--- src/rtl/alu.sv ---
// alu: RV32I-style integer ALU and branch comparator with a registered copy of both results
package lx32_pkg;
  typedef enum logic [3:0] {
    ALU_ADD  = 4'd0,
    ALU_SUB  = 4'd1,
    ALU_AND  = 4'd2,
    ALU_OR   = 4'd3,
    ALU_XOR  = 4'd4,
    ALU_SLL  = 4'd5,
    ALU_SRL  = 4'd6,
    ALU_SRA  = 4'd7,
    ALU_SLT  = 4'd8,
    ALU_SLTU = 4'd9
  } alu_op_e;
endpackage

package branches_pkg;
  typedef enum logic [2:0] {
    BR_EQ  = 3'd0,
    BR_NE  = 3'd1,
    BR_LT  = 3'd2,
    BR_GE  = 3'd3,
    BR_LTU = 3'd4,
    BR_GEU = 3'd5
  } branch_op_e;
endpackage

module alu
  import lx32_pkg::*;
  import branches_pkg::*;
#(
  parameter int WIDTH = 32
) (
  input  logic                   clk,
  input  logic                   rst_n,
  input  logic       [WIDTH-1:0] src_a,
  input  logic       [WIDTH-1:0] src_b,
  input  alu_op_e                alu_control,
  input  logic                   is_branch,
  input  branch_op_e             branch_op,
  output logic       [WIDTH-1:0] alu_result,
  output logic                   alu_branch_true,
  output logic       [WIDTH-1:0] alu_result_q,
  output logic                   alu_branch_true_q
);
  localparam int SW = $clog2(WIDTH);
  logic [SW-1:0] w_sh;
  logic w_eq, w_lt, w_ltu, w_cond, w_cmp_op;
  assign w_sh  = src_b[SW-1:0];
  assign w_eq  = src_a == src_b;
  assign w_lt  = $signed(src_a) < $signed(src_b);
  assign w_ltu = src_a < src_b;
  always_comb begin
    alu_result = '0;
    case (alu_control)
      ALU_ADD:  alu_result = src_a + src_b;
      ALU_SUB:  alu_result = src_a - src_b;
      ALU_AND:  alu_result = src_a & src_b;
      ALU_OR:   alu_result = src_a | src_b;
      ALU_XOR:  alu_result = src_a ^ src_b;
      ALU_SLL:  alu_result = src_a << w_sh;
      ALU_SRL:  alu_result = src_a >> w_sh;
      ALU_SRA:  alu_result = $unsigned($signed(src_a) >>> w_sh);
      ALU_SLT:  alu_result = {{(WIDTH-1){1'b0}}, w_lt};
      ALU_SLTU: alu_result = {{(WIDTH-1){1'b0}}, w_ltu};
      default:  alu_result = '0;
    endcase
  end
  always_comb begin
    w_cond = 1'b0;
    case (branch_op)
      BR_EQ:   w_cond = w_eq;
      BR_NE:   w_cond = !w_eq;
      BR_LT:   w_cond = w_lt;
      BR_GE:   w_cond = !w_lt;
      BR_LTU:  w_cond = w_ltu;
      BR_GEU:  w_cond = !w_ltu;
      default: w_cond = 1'b0;
    endcase
  end
  // Only compare-type ops may signal a taken branch
  assign w_cmp_op = alu_control inside {ALU_SUB, ALU_SLT, ALU_SLTU};
  assign alu_branch_true = is_branch & w_cond & w_cmp_op;
  always_ff @(posedge clk or negedge rst_n) begin
    if (!rst_n) begin
      alu_result_q      <= '0;
      alu_branch_true_q <= 1'b0;
    end else begin
      alu_result_q      <= alu_result;
      alu_branch_true_q <= alu_branch_true;
    end
  end
endmodule

--- config.mk ---
export PLATFORM = sky130hd
export DESIGN_NAME = alu
export DESIGN_NICKNAME = d
export VERILOG_FILES = /design/src/rtl/alu.sv
export SDC_FILE = /design/constraint.sdc
export NUM_CORES = 1
export LEC_CHECK = 0
export ABC_AREA = 1
export CORE_MARGIN = 4
export CORE_UTILIZATION = 55
export CTS_BUF_LIST = sky130_fd_sc_hd__clkbuf_4
export CTS_CLUSTER_DIAMETER = 50
export DETAILED_ROUTE_END_ITERATION = 8
export PLACE_DENSITY = 0.8
export SLEW_MARGIN = 10
export SYNTH_ARGS = -nofsm -noshare
export SYNTH_HDL_FRONTEND = slang
export SYNTH_SLANG_ARGS = --single-unit
--- constraint.sdc ---
create_clock -name clk -period 3.4 [get_ports clk]
set_input_delay 0.34 -clock clk [delete_from_list [all_inputs] [get_ports clk]]
set_output_delay 0.34 -clock clk [all_outputs]
set_load 0.02 [all_outputs]
# Yosys cells after proc, flatten, opt, wreduce, memory -nomap -nowiden
# Index checks and enable logic that the tools add are counted.
[totals]
reg_bits = 33
input_bits = 74
output_inout_bits = 66
word_cells = 37
[op_classes]
add_sub_neg = 2
order_cmp = 2
n_eq_ne = 15
shift = 3
n_mux = 2
bitwise_logic = 5
n_reduce_logical = 6
[ops]
columns = ["op", "count"]
rows = [
  ["32-bit case mux with 10 select lines", 1],
  ["32-bit less-than comparator", 2],
  ["32-bit adder", 1],
  ["32-bit bitwise AND", 1],
  ["32-bit equality test", 1],
  ["32-bit OR", 1],
  ["32-bit by 5-bit << shifter with 32-bit output", 1],
  ["32-bit by 5-bit right shift with 32-bit output", 1],
  ["32-bit by 5-bit >>> shifter with 32-bit output", 1],
  ["32-bit subtractor", 1],
  ["32-bit XOR", 1],
  ["4-bit by 3-bit equality test with 1-bit output, second input constant", 4],
  ["4-bit by 2-bit equality test with 1-bit output, second input constant", 2],
  ["4-bit equality test, second input constant", 2],
  ["3-bit by 2-bit equality test with 1-bit output, second input constant", 2],
  ["3-bit equality test, second input constant", 2],
  ["1-bit case mux with 6 select lines", 1],
  ["4-bit by 1-bit equality test with 1-bit output, second input constant", 1],
  ["4-bit logical NOT", 1],
  ["3-bit by 1-bit equality test with 1-bit output, second input constant", 1],
  ["1-bit logical NOT", 3],
  ["3-bit logical NOT", 1],
  ["3-bit nonzero test", 1],
  ["1-bit bitwise AND", 2],
]

# Longest topological paths before layout
[depth]
word_depth = 5
depth_mapped = 19
depth_no_buf = 16

# Least setup slack after synthesis
# OpenSTA, ideal clock, no wires.
[synth_path]
kind = "input to output"
start = "input src_b[3]"
end = "output alu_branch_true"
arrival_ns = 2.660
required_time_ns = 3.060
path_slack_ns = 0.400
cell_stages = 19
path_buffers = 4
path_cell_list = "buf_2 inv_1 buf_2 buf_1 ha_1 buf_4 inv_4 nand2_1 nand2_2 nand2_1 nand2_2 nand2_2 nand2_2 nand2_2 nand2_2 nand2_1 nand3_1 nand2_1 a21oi_1"
[synth_via]
elab_chain_len = 5
word_cells_on_any_way = 9
classes_between = "order compare: 2; eq/ne: 1; mux: 1; bitwise: 2; reduce/logical: 3"
[synth_rtl]
columns = ["element", "line", "text"]
rows = [
  ["start: declaration", "37", "input logic [WIDTH-1:0] src_b,"],
  ["32-bit less-than comparator (tied with other cells)", "52", "assign w_ltu = src_a < src_b;"],
  ["1-bit logical NOT, on equally long branches", "77, 73, 75", ""],
  ["1-bit case mux with 6 select lines *", "71", "case (branch_op)"],
  ["1-bit bitwise AND * (2 in a row)", "83", "assign alu_branch_true = is_branch & w_cond & w_cmp_op;"],
  ["end: declaration", "42", "output logic alu_branch_true,"],
]
# Mark *: on every way between the ends. The rest lies on a longest branch, timed or not.

# Final worst setup path
[layout_path]
start = "input src_a[18]"
end = "output alu_result[20]"
[layout_via]
elab_chain_len = 2
word_cells_on_any_way = 6
classes_between = "add/sub: 2; shift: 3; mux: 1"
[layout_rtl]
columns = ["element", "line", "text"]
rows = [
  ["start: declaration", "36", "input logic [WIDTH-1:0] src_a,"],
  ["32-bit subtractor (tied with other cells)", "57", "ALU_SUB: alu_result = src_a - src_b;"],
  ["32-bit case mux with 10 select lines *", "55", "case (alu_control)"],
  ["end: declaration", "41", "output logic [WIDTH-1:0] alu_result,"],
]
# Marked as above.

==> metrics <==
RSZ-0062 raised after global routing no; number of synthesized flops with an enable pin 0; DP Wirelength 43900 um; startpoint types primary input; violated checks hold timing; commonest non-fill, non-tap cell in the layout nand2_1; Bufs on Longest Clock Path 2; most frequent cells in the layout 596 x nand2_1, 313 x buf_4, 248 x nand3_1; Worst Path Required 3.06 ns; Die H 149 um; Synth top area share 20.7%; Final min period 3.31 ns; Post-Synth XOR/XNOR Area 0.160%; Synth area leader nand2_1; clk slew on worst S/H paths 0.17 ns; largest family of logic cells by synthesized area simple AND/OR/NAND/NOR gates; starting density of the core 56.1%; Crit. Startpoint src_a[18]; most common flop cell mapped by yosys dfrtp_1; part of the Yosys area used for sequential elements 7.54%; clock sinks 33; Crit Path Class primary input to primary output; vias in the first global route 14.5k; Port Buf Inserts 139; GP Congestion 1.13; Final Hold Fails 10; placed inst area 14500 sq um; total CTS buffers 5; PwrDens 221 nW/um^2; Synth Area per Inst 5.48 sq um; Vias 15.9k; Die ar. 22200 sq um; Synth Area in Simple Gates 45.5%; status complete, but fails checks; Final ANT Viol Nets 0; Rows 51; Die Wd 149 um; final wirelength 53600 um; number of DRC markers in iteration 0 2452; post-synthesis cell type count 57; Post-Synthesis Cell Area 10900 sq um; final number of setup-violating endpoints 0; CP Data Arrival Time 2.97 ns; CTS H-tree depth 2; CTS tree done; async set or reset register ratio after synthesis 100%; Area Overhead vs Synth 34.4%; fmax 302 MHz; maximum VDD drop 0.000156 V; fin. max-slew vios 0; Synth Area in Adders 11.8%; met3 usage 9.91%; Total GRT Usage 46.6%; grt ovf 0; core area 19500 sq um; max_slew headroom 44.0%; slew at the pin closest to its max-slew limit 0.840 ns; I/O Pins 140; multiplexer area fraction after synthesis 0.0914%; leading post-synthesis cells by cell area nand2_1 21%, nand3_1 12%, ha_1 11%, dfrtp_1 7.5%, inv_1 7.0%; post-synthesis net count 2174; Syn. warnings 0; GRT busiest layer met2; initial antenna violation count 1; Pre-antenna DRT Iters 8; layout cells sized above 1 22.0%; CP Capture Type primary output; MaxCap Viol Count 0; final non-filler cell area 14700 sq um; register bit total from synthesis 33; Root Buffer clkbuf_4; nets 2543; DRC 0; final hold slack -0.00596 ns; Leakage 7.61 nW; met2 usage 70.1%; GR Util met1 60.2%; Post-Synthesis Cells 1998; largest net degree at the start of global routing 79; global-route wire length before repair 80000 um; via-per-instance ratio 6.04; Compound-Gate Fraction of Synth Area 21.5%; HP Class primary input to async pin; PnR Total Power 3.26 mW; crit path max fanout 4; Avg WL per Cell 20.4 um; fillers 1758; Final Cycle Share 97.4%
[per-layer routing]
layer	share of wire (%)	routed length [um]
met2	41	21900
met1	37	20100
met3	13	7130
met5	0	0
met4	8.5	4570
[final cells by class]
cell class | instances | area [sq um] | share of cell area, %
Timing Repair Buffer | 459 | 3730 | 25.4
Tap cell | 265 | 332 | 2.25
Inverter | 234 | 881 | 5.99
Clock inverter | 3 | 46.3 | 0.315
Clock buffer | 5 | 37.5 | 0.255
Sequential cell | 33 | 826 | 5.61
Multi-Input combinational cell | 1634 | 8850 | 60.2
Antenna cell | 1 | 2.50 | 0.0170
[worst max-delay path, cell delays in order]
cell and delay [ns]:
clkdlybuf4s50_1 0.56, inv_1 0.11, ha_1 0.35, buf_4 0.18
nor2_2 0.16, nand2_2 0.12, nor2_1 0.18, nand4_1 0.21
nand3_2 0.16, nand2_1 0.06, nand3_1 0.06, nand2_1 0.05
inv_1 0.05, nand2_1 0.08, clkdlybuf4s15_1 0.30
[per-stage QoR]
| step | util [%] | setup slack [ns] | cells | setup TNS (ns) |
|---|---|---|---|---|
| 6_report | 75.3 | 0.0878 | 2634 | 0 |
| 4_1_cts | 75.0 | 0.000242 | 2632 | 0 |
| 2_1_floorplan | - | 0.400 | 1998 | 0 |
| 5_1_grt | 75.3 | 0.000801 | 2634 | 0 |
| 3_5_place_dp | 74.4 | -0.388 | 2624 | -7.60 |
| 3_3_place_gp | 74.4 | -0.312 | 2624 | -5.62 |
[Yosys cell counts, drive strengths merged, types with 3 or more instances]
master / n
a31oi: 3
nor2: 182
o21bai: 12
o21ai: 141
nand3: 257
nor4: 5
clkbuf: 16
nor3: 21
a21oi: 129
nand3b: 10
ha: 100
buf: 81
o22ai: 16
a211oi: 8
and2: 3
o21a: 16
nand2: 622
dfrtp: 33
o211ai: 45
or2: 10
inv: 232
o221ai: 3
a21boi: 4
nand4: 32
[worst paths after layout]
check,to,slack (ns),cells after the start
worst max-delay path,alu_result[20],0.09,15
worst min-delay path,alu_result_q[21],-0.006,1
max in group asynchronous,alu_result_q[17],2.85,1
min in group clk,alu_branch_true_q,0.47,3
[sequential cells by signal, summed over array words and instances, names as in the netlist]
name	cells
alu_result_q	32
alu_branch_true_q	1
[power breakdown]
part / switching, mW / internal [mW] / total, mW / leakage, nW
clock network: 0.206 / 0.155 / 0.362 / 0.0414
logic: 1.49 / 0.961 / 2.45 / 7.13
registers: 0.0112 / 0.437 / 0.448 / 0.432
[timing repair]
action,CTS,global route
pin swaps,1,8
endpoints found under the setup margin,32,33
hold buffers,0,0
gates resized for setup,60,99
gates cloned,0,0
buffers inserted,0,1
[cell families after synthesis]
| family | Yosys count |
|---|---|
| XOR/XNOR | 2 |
| flip-flops | 33 |
| AO/OA/AOI/OAI | 385 |
| buffers and inverters | 331 |
| adder cells (fa/ha/maj) | 102 |
| AND/OR/NAND/NOR | 1144 |
| multiplexers | 1 |
Power figures use the tool's default switching activity.
